--- src/rtl/hdl_1.sv ---
// Four-input Boolean function unit: F = table[{A,B,C,D}], plus a registered copy and a hit counter.
// Define HDL1_TT_PROG_EN to make the truth table writable through tt_wr/tt_data.
module hdl_1 #(
   parameter logic [15:0] TT    = 16'h8B8B,
   parameter int          CNT_W = 8
) (
   input  logic             clk,
   input  logic             rst,
   input  logic             A,
   input  logic             B,
   input  logic             C,
   input  logic             D,
   input  logic             in_valid,
`ifdef HDL1_TT_PROG_EN
   input  logic             tt_wr,
   input  logic [15:0]      tt_data,
`endif
   output logic             F,
   output logic             F_q,
   output logic             out_valid,
   output logic [CNT_W-1:0] hit_cnt
);

   localparam logic [CNT_W-1:0] CNT_MAX = '1;

   logic [15:0] tbl;
   logic [3:0]  idx;

`ifdef HDL1_TT_PROG_EN
   // A write lands on the edge, so a same-cycle sample still sees the old table.
   always_ff @(posedge clk) begin
      if (rst) begin
         tbl <= TT;
      end else if (tt_wr) begin
         tbl <= tt_data;
      end
   end
`else
   assign tbl = TT;
`endif

   assign idx = {A, B, C, D};
   assign F   = tbl[idx];

   always_ff @(posedge clk) begin
      if (rst) begin
         F_q       <= 1'b0;
         out_valid <= 1'b0;
         hit_cnt   <= '0;
      end else begin
         out_valid <= in_valid;
         if (in_valid) begin
            F_q <= F;
            if (F && (hit_cnt != CNT_MAX)) begin
               hit_cnt <= hit_cnt + 1'b1;
            end
         end
      end
   end

endmodule

--- config.mk ---
export PLATFORM = sky130hd
export DESIGN_NAME = hdl_1
export DESIGN_NICKNAME = d
export VERILOG_FILES = /design/src/rtl/hdl_1.sv
export SDC_FILE = /design/constraint.sdc
export NUM_CORES = 1
export LEC_CHECK = 0
export BUFFER_PORTS_ARGS = -buffer_cell sky130_fd_sc_hd__clkbuf_2
export CORE_AREA = 2 2 39 41
export CTS_CLUSTER_SIZE = 14
export DETAILED_ROUTE_END_ITERATION = 10
export DIE_AREA = 0 0 41 43
export GPL_TIMING_DRIVEN = 0
export SLEW_MARGIN = 20
export SYNTH_ARGS = -nofsm -noshare
export SYNTH_HDL_FRONTEND = slang
export SYNTH_SLANG_ARGS = --single-unit
--- constraint.sdc ---
create_clock -name clk -period 4.69 [get_ports clk]
set_input_delay 1.407 -clock clk [delete_from_list [all_inputs] [get_ports clk]]
set_output_delay 1.407 -clock clk [all_outputs]
set_load 0.01 [all_outputs]
Yosys cells after proc, flatten, opt, wreduce, memory -nomap -nowiden. Memories as Yosys holds them, arrays and structs flattened. Cells that the tools add are included.

Word-level logic and storage cells: 10. Bits of input ports: 7. Register bits: 10. Memories: 1. Bits in read-only memories: 16.

Reductions and logical operators: 2. Add/sub/neg operators: 1. Magnitude comparators: 1. Equality and inequality tests: 1. Multiplexer cells: 1.

Memory list: (name not given) (words 16, width 1, read ports 1, clocked after Yosys merged registers in 0, write ports 0, line 43) `assign F = tbl[idx];`.

Operators by type and width (count): 8-bit by 1-bit adder with 8-bit output, second input constant (1); 8-bit != test, second input constant (1); 4-bit by 5-bit less-than comparator with 1-bit output, second input constant (1); 2-bit AND reduction (1); 1-bit logical AND (1); 1-bit 2-to-1 mux (1).

Logic depth before layout (Yosys ltp).
Depth in word-level cells: 4. Gate-level depth with buffers: 5. Gate-level depth less buffers: 4.

Worst setup path before layout. OpenSTA, ideal clock, no wires.

Kind: input port to output port. Start point: in C. End point: out F. Stages on the path: 3. Buffers on the path: 0. Arrival: 1.945 ns. Slack: 1.338 ns. Cells stage by stage: and2_1 > nor2_1 > inv_1.

Word-level cells in the longest chain between the ends: 2.

RTL lines: from (decl) (line 11) `input logic C,`; memory read 16 x 1 bit; 1-bit 2-to-1 mux (implied by the code) (line 43); to (decl) (line 18) `output logic F,`.

Every way passes these cells. The select of a mux whose other input is x is not followed.

Worst setup path after layout. Ends and elaborated chain as after synthesis.

==> Implementation_results.wiki <==
{| class="wikitable"
! Metric !! Value
|-
| Run status || complete, no violations
|-
| Max Fanout on Critical Path || 8
|-
| Sequential standard cell area || 200.2 sq um
|-
| Number of global-route vias before repair || 402
|-
| RSZ-0062 raised after global routing || false
|-
| Wire length of the first global-routing pass || 1.731 mm
|-
| Maximum vdd ir drop || between 0.1 and 0.15 mV
|-
| Seq/Total Area, Yosys || 0.4103
|-
| Post-synthesis sequential element count || 10
|-
| Post-detail-place hpwl || 772.8 um
|-
| Area of the mapped netlist || 488.0 sq um
|-
| Final Max Tran Viols || 0
|-
| Horizontal die dimension || 41 um
|-
| Standard-cell rows || 14
|-
| Cell total after placement || 87
|-
| TNS Setup || 0 ns
|-
| Most common cell in the netlist || dfxtp_1
|-
| Post-CTS sizing || 0
|-
| Rel. slew slack || 0.6372
|-
| Ys async rst share || 0
|-
| Violation count after the first detailed-route iteration || 4
|-
| Area inside the core boundary || 0.001384 sq mm
|-
| Static leakage || 0.0002501 uW
|-
| Layout cells sized above 1 || 0.3467
|-
| Worst Max-Slew Pin Slew || 0.5405 ns
|-
| Number of instances in the synthesized netlist || between 50 and 60
|-
| Final Cycle Share || 0.7723
|-
| Clock root buffer master || clkbuf_4
|-
| Pin count of the biggest net entering global routing || 11
|-
| Maximum operating frequency || around 0.28 GHz
|-
| Period minus WS final || 3.622 ns
|-
| Fraction of post-synthesis cell area in the top cell type by area || 0.4103
|-
| Gpl congestion || 0.7006
|-
| Total grt overflow || 0
|-
| Clock Pin Slew Worst Setup and Hold Paths || 0.07 ns
|-
| Wirelength, routed || 1.071 mm
|-
| Antenna diode count || 0
|-
| Required @ worst endpoint || 3.28 ns
|-
| Starting Density || 0.3526
|-
| Cell accounting for the most synthesized area || dfxtp_1
|-
| Number of antenna violations at the first check in global routing || 0
|-
| IO Pins || 18
|-
| Most used flip-flop cell after synthesis || dfxtp_1
|-
| Setup crit start kind || input port
|-
| GRT Resource Usage Total || 0.1480
|-
| # DRC || 0
|-
| Area delta synth->final || 27.95%
|-
| Number of enable-type register cells in the synthesized netlist || 0
|-
| Clock tree from TritonCTS || done
|-
| Layout Cells excl Fill || 91
|-
| CTS max path bufs || 2
|-
| Avg Inst Size Synth || 8.872 sq um
|-
| Number of iterations in the first detailed-routing pass || 4
|-
| Clock sink total || 10
|-
| Kind of capture point of the worst setup path || output pin
|-
| Final setup violation count || 0
|-
| Number of vias per cell || 5.297
|-
| Chip Height || ~43 um
|-
| Final-stage net count || 84
|-
| Number of routed nets with antenna violations || 0
|-
| Total area of multi-input combinational cells || 267.8 sq um
|-
| CTS H-tree depth || 1
|-
| Total die area || ~0.0018 sq mm
|-
| Total via count in the routed design || between 400 and 500
|-
| Post-CTS Hold Fix Bufs || 0
|-
| Synth Warn # || 0
|-
| Routed length per placed instance || about 12 um
|-
| Net count after synthesis || 63
|-
| Placed Area || 588.1 sq um
|-
| Arrival time worst endpoint || 2.22 ns
|-
| List of most frequent post-synthesis cells || dfxtp_1, a21oi_1, or4_1
|-
| Power density relative to cell area || a little under 300 mW/mm^2
|-
| Total count of hold-check failures in the final report || 0
|-
| Number of distinct library cells after synthesis || 23
|-
| Total of fill cells in the finished design || 157
|-
| Reported max-cap violation count || 0
|-
| Setup Crit Path Kind || input port to output pin
|-
| Final hold slack || roughly 0.48 ns
|-
| Hold/Removal Path Class || flip-flop to flip-flop
|-
| Insertion delay to the later sink of the worst-skew pair || 0.27 ns
|-
| Main area contributors after synthesis || dfxtp_1, a21oi_1, or4_1
|-
| # port buffers || 16
|-
| Final setup skew || 0.0004675 ns
|-
| Post-CTS repair timing setup buffer count || 0
|-
| Final non-filler cell area || 624.3 sq um
|-
| Num CTS Buffers || 3
|}
==> report_power, final <==
group / internal, uW / switching [uW] / total, uW
registers: 86.7 / 1.48 / 88.2
clock network: 47.2 / 33.4 / 80.6
logic: 5.94 / 8.57 / 14.5
==> area by class of cell <==
| class | count | share of cell area |
|---|---|---|
| Timing Repair Buffer | 16 | 0.1283 |
| Buffer | 2 | 0.02605 |
| Clock buffer | 4 | 0.05812 |
| Inverter | 1 | 0.006012 |
| Multi-Input combinational cell | 42 | 0.4289 |
| Tap cell | 16 | 0.03206 |
| Sequential cell | 10 | 0.3206 |
==> through the flow <==
stage | power (uW) | utilization | setup slack (ns)
3_3_place_gp | 104.8 | 0.4250 | 1.078
2_1_floorplan | 98.07 | - | 1.338
3_5_place_dp | 105.1 | 0.4250 | 1.072
6_report | 183.3 | 0.4512 | 1.068
4_1_cts | 184.9 | 0.4512 | 1.058
5_1_grt | 190.7 | 0.4512 | 0.9511
==> state kept, by name, indices dropped and copies added (netlist names) <==
name / count
F_q: 1
out_valid: 1
hit_cnt: 8
==> per-layer routing <==
metal | up-vias | GRT usage | share of wire
li1 | 250 | - | -
met5 | - | 0 | 0
met2 | 13 | 0.1781 | 0.44
met4 | 0 | 0.1000 | 0.0056
met3 | 2 | 0.03141 | 0.041
met1 | 217 | 0.2240 | 0.51
==> path summary, 6_finish.rpt <==
check	start	end	slack, ns	cells after the start
min reg2reg	F_q	F_q	0.48	2
min	F_q	F_q	0.48	2
max reg2reg	hit_cnt[0]	hit_cnt[5]	2.98	5
max	C	F	1.07	5
==> cells by family after synthesis <==
group | after synthesis | synth area share
simple gates | 24 | 0.3077
compound gates | 16 | 0.1923
flops | 10 | 0.4103
buf+inv | 3 | 0.04101
mux | 1 | 0.02308
fa+ha+maj | 1 | 0.02564
==> worst max-delay path, cell delays in order <==
cell      delay [ns]
clkbuf_2        0.08
and2_1          0.16
nor2_1          0.35
inv_1           0.08
clkbuf_2        0.14
==> cell usage in the layout, fill, tap and decap left out <==
cell type / count
clkbuf_2: 16
dfxtp_1: 10
a21oi_1: 8
or4_1: 5
o31ai_1: 4
nor2_1: 3
nand2_1: 3
nand3_1: 3
clkbuf_4: 3
and4_4: 2
o21ai_0: 2
nor2b_1: 2
and2_1: 1
inv_1: 1
buf_6: 1
o21ai_1: 1
or3_1: 1
buf_2: 1
nor4_1: 1
mux2_2: 1
nand4_1: 1
nand2b_1: 1
o41ai_1: 1
or3b_2: 1
ha_1: 1
clkbuf_8: 1
(Power assumes the default switching activity.)
